[config.mk]
export PLATFORM = sky130hd
export DESIGN_NAME = mole_spawner
export DESIGN_NICKNAME = d
export VERILOG_FILES = /design/src/rtl/mole_spawner.sv
export SDC_FILE = /design/constraint.sdc
export NUM_CORES = 1
export LEC_CHECK = 0
export CORE_MARGIN = 1
export CORE_UTILIZATION = 55
export CTS_CLUSTER_SIZE = 24
export DETAILED_ROUTE_END_ITERATION = 12
export GPL_ROUTABILITY_DRIVEN = 0
export PLACE_DENSITY = 0.79
export SYNTH_ARGS = -nofsm -noshare
export SYNTH_HDL_FRONTEND = slang
export SYNTH_SLANG_ARGS = --single-unit
[constraint.sdc]
create_clock -name clock -period 5.6 [get_ports clock]
set_clock_uncertainty 0.05 [all_clocks]
set_input_delay 1.12 -clock clock [delete_from_list [all_inputs] [get_ports clock]]
set_output_delay 1.12 -clock clock [all_outputs]
set_load 0.005 [all_outputs]
[src/rtl/mole_spawner.sv]
// mole_spawner: pseudo-random go requests at a fixed cadence, capped
// by how many moles are busy, plus the game countdown.
module mole_spawner #(
  parameter int unsigned SPAWN_INTERVAL = 25_000_000,
  parameter int unsigned SEC_CYCLES     = 50_000_000,
  parameter int unsigned GAME_SECONDS   = 60,
  parameter int unsigned MAX_ACTIVE     = 3,
  parameter logic [15:0] LFSR_SEED      = 16'hACE1
) (
  input  logic        clock,
  input  logic        reset,
  input  logic        start,
  input  logic [39:0] mole_heights,
  output logic [7:0]  control,
  output logic        game_active,
  output logic [7:0]  time_left,
  output logic [7:0]  spawns
);

  localparam int IW = (SPAWN_INTERVAL > 1) ? $clog2(SPAWN_INTERVAL) : 1;
  localparam int SW = (SEC_CYCLES > 1) ? $clog2(SEC_CYCLES) : 1;
  localparam logic [IW-1:0] INT_LAST = IW'(SPAWN_INTERVAL - 1);
  localparam logic [SW-1:0] SEC_LAST = SW'(SEC_CYCLES - 1);
  localparam logic [3:0]    CAP      = 4'(MAX_ACTIVE);

  typedef enum logic [1:0] {
    S_IDLE,
    S_PLAY,
    S_SEARCH,
    S_DONE
  } state_t;

  state_t        state_q, state_d;
  logic [15:0]   lfsr_q, lfsr_nx;
  logic [IW-1:0] int_q, int_d;
  logic [SW-1:0] sec_q, sec_d;
  logic [7:0]    time_q, time_d;
  logic [7:0]    spawns_q, spawns_d;
  logic [7:0]    ctrl_q, ctrl_d;
  logic [2:0]    idx_q, idx_d;
  logic [2:0]    tries_q, tries_d;

  logic [7:0] up, busy;
  logic [3:0] n_busy;
  logic       run, int_wrap, sec_wrap, game_end;

  // Galois form, taps x^16+x^14+x^13+x^11
  assign lfsr_nx = {1'b0, lfsr_q[15:1]} ^ (lfsr_q[0] ? 16'hB400 : 16'h0000);

  always_comb begin
    up     = '0;
    n_busy = '0;
    for (int i = 0; i < 8; i++) begin
      up[i] = |mole_heights[39-5*i -: 5];
    end
    busy = up | ctrl_q;
    for (int i = 0; i < 8; i++) begin
      n_busy = n_busy + {3'd0, busy[i]};
    end
  end

  always_comb begin
    state_d  = state_q;
    int_d    = int_q;
    sec_d    = sec_q;
    time_d   = time_q;
    spawns_d = spawns_q;
    idx_d    = idx_q;
    tries_d  = tries_q;
    ctrl_d   = ctrl_q & ~up;
    run      = (state_q == S_PLAY) || (state_q == S_SEARCH);
    int_wrap = (int_q == INT_LAST);
    sec_wrap = (sec_q == SEC_LAST);
    game_end = run && sec_wrap && (time_q <= 8'd1);

    if (run) begin
      int_d = int_wrap ? '0 : int_q + 1'b1;
      sec_d = sec_wrap ? '0 : sec_q + 1'b1;
      if (sec_wrap && time_q != 8'd0) begin
        time_d = time_q - 8'd1;
      end
    end

    unique case (state_q)
      S_IDLE, S_DONE: begin
        ctrl_d = '0;
        time_d = '0;
        if (start) begin
          state_d  = S_PLAY;
          time_d   = 8'(GAME_SECONDS);
          spawns_d = '0;
          int_d    = '0;
          sec_d    = '0;
        end
      end
      S_PLAY: begin
        if (int_wrap && n_busy < CAP) begin
          idx_d   = lfsr_q[2:0];
          tries_d = '0;
          state_d = S_SEARCH;
        end
      end
      S_SEARCH: begin
        if (!busy[idx_q]) begin
          ctrl_d[idx_q] = 1'b1;
          if (spawns_q != 8'hFF) begin
            spawns_d = spawns_q + 8'd1;
          end
          state_d = S_PLAY;
        end else begin
          idx_d   = idx_q + 3'd1;
          tries_d = tries_q + 3'd1;
          if (tries_q == 3'd7) begin
            state_d = S_PLAY;
          end
        end
      end
    endcase

    // the final second wins over any spawn landing on the same edge
    if (game_end) begin
      state_d  = S_DONE;
      ctrl_d   = '0;
      spawns_d = spawns_q;
    end
  end

  always_ff @(posedge clock or posedge reset) begin
    if (reset) begin
      state_q  <= S_IDLE;
      lfsr_q   <= LFSR_SEED;
      int_q    <= '0;
      sec_q    <= '0;
      time_q   <= '0;
      spawns_q <= '0;
      ctrl_q   <= '0;
      idx_q    <= '0;
      tries_q  <= '0;
    end else begin
      state_q  <= state_d;
      lfsr_q   <= lfsr_nx;
      int_q    <= int_d;
      sec_q    <= sec_d;
      time_q   <= time_d;
      spawns_q <= spawns_d;
      ctrl_q   <= ctrl_d;
      idx_q    <= idx_d;
      tries_q  <= tries_d;
    end
  end

  assign control     = ctrl_q;
  assign game_active = run;
  assign time_left   = time_q;
  assign spawns      = spawns_q;

endmodule

# Word-level counts from Yosys, hierarchy flattened
# Index checks and enable logic that the tools add are counted.
[totals] latchBits=0 regBits=99 memories=0 ramBits=0 out_inout_bits=25 rom_bits=0 input_bits=43
[op_classes] reduce_logical=25 mux=36 add_sub_neg=13 shift=0 n_div=0 bitwise_logic=6 mul=0 eq_ne=15 n_lt_le_gt_ge=4
[op_table] cell="26-bit two-way mux" n=4
[op_table] cell="25-bit two-way mux" n=4
[op_table] cell="8-bit two-way mux" n=8
[op_table] cell="5-bit OR reduction" n=8
[op_table] cell="8-bit one-hot mux with 2 select lines" n=2
[op_table] cell="26-bit by 1-bit adder with 26-bit output (second input constant)" n=1
[op_table] cell="26-bit equality test (second input constant)" n=1
[op_table] cell="25-bit by 1-bit adder with 25-bit output (second input constant)" n=1
[op_table] cell="25-bit equality test (second input constant)" n=1
[op_table] cell="4-bit by 1-bit adder with 4-bit output" n=4
[op_table] cell="16-bit two-way mux" n=1
[op_table] cell="8-bit bitwise OR" n=2
[op_table] cell="15-bit by 16-bit bitwise XOR with 16-bit output" n=1
[op_table] cell="3-bit two-way mux" n=4
[op_table] cell="3-bit one-hot mux with 2 select lines" n=2
[op_table] cell="2-bit two-way mux" n=5
[op_table] cell="8-bit by 1-bit adder with 8-bit output (second input constant)" n=1
[op_table] cell="8-bit AND" n=1
[op_table] cell="8-bit by 1-bit less-or-equal comparator with 1-bit output (second input constant)" n=1
[op_table] cell="8-bit != test (second input constant)" n=1
[op_table] cell="8-bit inverter" n=1
[op_table] cell="2-bit nonzero test" n=4
[op_table] cell="8-bit nonzero test" n=1
[op_table] cell="8-bit by 1-bit subtractor with 8-bit output (second input constant)" n=1
[op_table] cell="28 further kinds" n=39

# Depth between registers and ports, before layout
[depth] depth_word=14 ltp_mapped=16 ltp_nobuf=16

# Worst setup path after synthesis
# No wires, ideal clock.
[synth_path] kind="input port to flip-flop" start="input port mole_heights[36]" end="register idx_q[0]" setup_ns=0.137 arrival_ns=4.735 path_buffers=0 stages=15 setup_slack_ns=0.678 path_cell_list="or4_4 nor3_2 fa_1 inv_1 fa_1 inv_1 fa_1 inv_1 ha_1 fa_1 o21ai_0 a41oi_4 or3_1 mux2i_1 a21oi_1"
[synth_between] elab_chain_cells=13
[synth_rtl] item="start: declaration" line_no="13" source="input logic [39:0] mole_heights,"
[synth_rtl] item="5-bit OR reduction (*)" line_no="54" source="up[i] = |mole_heights[39-5*i -: 5];"
[synth_rtl] item="8-bit bitwise OR (*)" line_no="56" source="busy = up | ctrl_q;"
[synth_rtl] item="1-bit by 1-bit adder with 2-bit output" line_no="58" source="n_busy = n_busy + {3'd0, busy[i]};"
[synth_rtl] item="2-bit by 1-bit adder with 3-bit output" line_no="58"
[synth_rtl] item="3-bit by 1-bit adder with 4-bit output" line_no="58"
[synth_rtl] item="4-bit by 1-bit adder with 4-bit output (4 in a row)" line_no="58"
[synth_rtl] item="4-bit by 2-bit less-than comparator with 1-bit output" line_no="97" source="if (int_wrap && n_busy < CAP) begin"
[synth_rtl] item="1-bit logical AND" line_no="97"
[synth_rtl] item="2-bit by 1-bit != test with 1-bit output (no source line)"
[synth_rtl] item="3-bit AND reduction (no source line) (*)"
[synth_rtl] item="end signal: assignment" line_no="147" source="idx_q <= idx_d;"
[synth_rtl] item="end: declaration" line_no="40" source="logic [2:0] idx_q, idx_d;"
# Every way passes the cells marked *; elsewhere a longest branch is shown, timed or not. The select of a mux whose other input is x is not followed.
# A chain may end at the register's enable or synchronous reset.

# Final worst setup path
[layout_path] start="input port mole_heights[30]" end="register idx_q[0]"
# Same word-level chain as after synthesis.

==> results.yml <==
status:
  outcome: "completed"
synthesis:
  yosysWarnings: 0
  synthXorXnorAreaFrac_pct: 5.88
  synthAdderAreaFrac_pct: 4.52
  synth_enable_flop_cells: 0
  netlist_instances: 562
  ys_ff_latch: 99
  ys.flop_type: "dfrtp_1"
  yosys.area_share.simple_pct: 26.7
  synth_compound_gate_area_share_pct: 13.2
  synth_cell_types: 64
  synth_top_family_by_area: "simple AND/OR/NAND/NOR gates"
  syn_area_um2: 5370
  syn_avg_cell_area_um2: 9.55
  async_flop_share_pct: 100
  synth_nets: 622
  ys_seq_area_share_pct: 46.4
  muxShareOfSynthArea_pct: 0.396
worst_setup_path:
  cp_max_fo: 3
  r2r_start: "control[0]"
  rr_worst_depth: 14
  setup.worst_path.end: "idx_q[0]"
  crit_arrival_ns: 5.36
  path_class: "in -> reg"
  required_ns: 5.78
  start_kind: "primary input"
  endpoint_kind: "flip-flop"
  setup.worst_path.start: "mole_heights[30]"
  worstReg2RegEnd: "idx_q[0]"
  r2r_slack_ns: 1.54
cts:
  numCtsBuffers: 9
  clk_pin_slew_worst_paths_ns: 0.10
  insertion_delay_ns: 0.38
  clkSinkCount: 99
  cts_setup_buffers: 0
  cts-root-buf: "clkbuf_8"
  cts_resized: 0
  cts_hold_buffers: 0
  clk_path_buf_depth: 2
  h-tree-depth: 3
  cts_tree: "done"
layout:
  nFillCells: 778
  fin_cells: 758
  diodes: 0
  fin_nets: 684
  final_common_cell: "dfrtp_1"
  layout_common_cells: "91 x dfrtp_1, 67 x clkdlybuf4s50_1, 57 x nand2_1"
  drive_above_1_share_pct: 8.43
  syn_to_final_growth_pct: 18.9
sta:
  max_slew.worst_pin.slew_ns: 0.970
  period_needed_ns: 5.18
  slew_viol_final: 0
  setup_viol: 0
  max_freq_ghz: 0.193
  rsz0062_at_grt: "false"
  hold_violations: 0
  fin_crit_sh_pct: 92.6
  fin_setup_tns_ns: 0
  relSlewSlack_pct: 35.1
power:
  leakagePower_nw: 2.66
  vdd_drop_max_uv: 148
  p_total_w: 0.00188
  power_density_nw_per_um2: 294
drt:
  vias: 4473
  post_drt_wl_per_cell_um: 15.9
  first_iter_violations: 161
  finalWirelength_mm: 12.0
  viasPerCell: 5.90
  first_pass_iters: 4
  route.detailed.drc: 0
  antenna_left: 0
placement:
  hpwl_mm: 8.55
  portBuffers: 67
  place_inst: 742
global_routing:
  grt_pass1_vias: 4571
  gr-total-overflow: 0
  antenna_found_initial: 0
  grt_max_degree: 44
  grtUsageTotal_pct: 25.5
  grt_pass1_wl_mm: 20.5
min_path:
  worstHoldStart: "lfsr_q[12]"
  hold_path.class: "reg -> reg"
floorplanning:
  ios: 68
  initial_core_util_pct: 57.5
  die_area_um2: 10200
  core_um2: 9330
  rows: 35
  die-width_um: 101
  die_h_um: 101
run:
  cap_viol_max_count: 0
## worst min path at each step
stage | endpoint | slack (ns) | cells past startpoint
final | lfsr_q[11] | 0.31 | 0
after global routing | lfsr_q[11] | 0.32 | 0
after CTS | lfsr_q[11] | 0.31 | 0
after detailed placement | lfsr_q[2] | 0.29 | 0
after global placement | lfsr_q[11] | 0.29 | 0
after floorplan | lfsr_q[2] | 0.28 | 0
## flip-flops by register name (all words and copies together) (netlist names)
| signal | cells |
|---|---|
| time_left | 8 |
| lfsr_q | 16 |
| spawns | 8 |
| idx_q | 3 |
| control | 8 |
| state_q | 2 |
| tries_q | 3 |
| sec_q | 26 |
| int_q | 25 |
## cells by family (layout without fill, tap and decap cells)
| group | Yosys count | in the layout |
|---|---|---|
| buffers and inverters | 38 | 105 |
| multiplexers | 2 | 2 |
| XOR/XNOR | 36 | 36 |
| flip-flops | 99 | 99 |
| adder cells (fa/ha/maj) | 17 | 17 |
| AO/OA/AOI/OAI | 110 | 110 |
| AND/OR/NAND/NOR | 260 | 260 |
## per-layer routing
metal	routed length (µm)	track usage [%]
met3	530	4.09
met5	0	0
met2	5930	44.6
met1	5350	31.2
met4	223	10.8
## synthesized netlist by cell type, drive strengths merged (3+ instances only)
| cell type | n | area share [%] |
|---|---|---|
| xnor2 | 8 | 1.3 |
| nor2 | 48 | 3.4 |
| and3 | 20 | 2.3 |
| or2 | 3 | 0.35 |
| nand3b | 6 | 0.84 |
| a21oi | 26 | 2.5 |
| dfstp | 8 | 3.9 |
| o21ai | 44 | 4.1 |
| o22ai | 3 | 0.47 |
| nand2 | 57 | 4.0 |
| o2111ai | 3 | 0.49 |
| or4 | 9 | 1.6 |
| fa | 4 | 1.5 |
| clkbuf | 15 | 1.0 |
| nand4 | 14 | 1.6 |
| a22o | 3 | 0.49 |
| or3 | 13 | 1.5 |
| dfrtp | 91 | 42 |
| and2 | 6 | 0.70 |
| nand3 | 33 | 3.1 |
| buf | 7 | 0.77 |
| or4b | 3 | 0.56 |
| a31oi | 11 | 1.3 |
| ha | 13 | 3.0 |
| and4 | 4 | 0.68 |
| o31ai | 5 | 0.70 |
| a21o | 4 | 0.56 |
| nand2b | 8 | 0.93 |
| inv | 15 | 1.0 |
| nor3 | 13 | 1.7 |
| xor2 | 28 | 4.6 |
| nor4 | 12 | 1.6 |
## final cells by class
| cell class | count | area [µm²] | share of cell area, % |
|---|---|---|---|
| inverters | 16 | 61.3 | 0.961 |
| clock buffers | 10 | 138 | 2.16 |
| clock inverters | 6 | 93.8 | 1.47 |
| repair buffers | 73 | 716 | 11.2 |
| well taps | 129 | 161 | 2.53 |
| flip-flops and latches | 99 | 2490 | 39.0 |
| multi-input cells | 425 | 2720 | 42.7 |
## worst max-delay path: stages
cell,delay [ns]
clkdlybuf4s50_1,0.40
or4_4,0.55
nor3_2,0.21
fa_1,0.21
inv_1,0.05
fa_1,0.48
inv_1,0.06
fa_1,0.51
inv_1,0.04
ha_1,0.20
fa_1,0.38
o21ai_0,0.36
a41oi_4,0.17
or3_1,0.38
mux2i_1,0.17
a21oi_1,0.08
## report_power, final
group          switching (W)  internal, W  total, W  leakage, nW
clock               0.000262     0.000268  0.000530        0.113
sequential          0.000140     0.000822  0.000962         1.31
combinational       0.000184     0.000200  0.000384         1.23
total               0.000586      0.00129   0.00188         2.66
## stage by stage
stage	hold WS [ns]	cell area [µm²]	setup slack (ns)	utilization, %
after global placement	0.289	6150	0.121	65.9
after global routing	0.316	6380	0.178	68.4
final	0.309	6380	0.416	68.4
after floorplan	0.281	5370	0.678	-
after detailed placement	0.287	6150	0.0198	65.9
after CTS	0.313	6380	0.402	68.4
(Power assumes the default switching activity.)
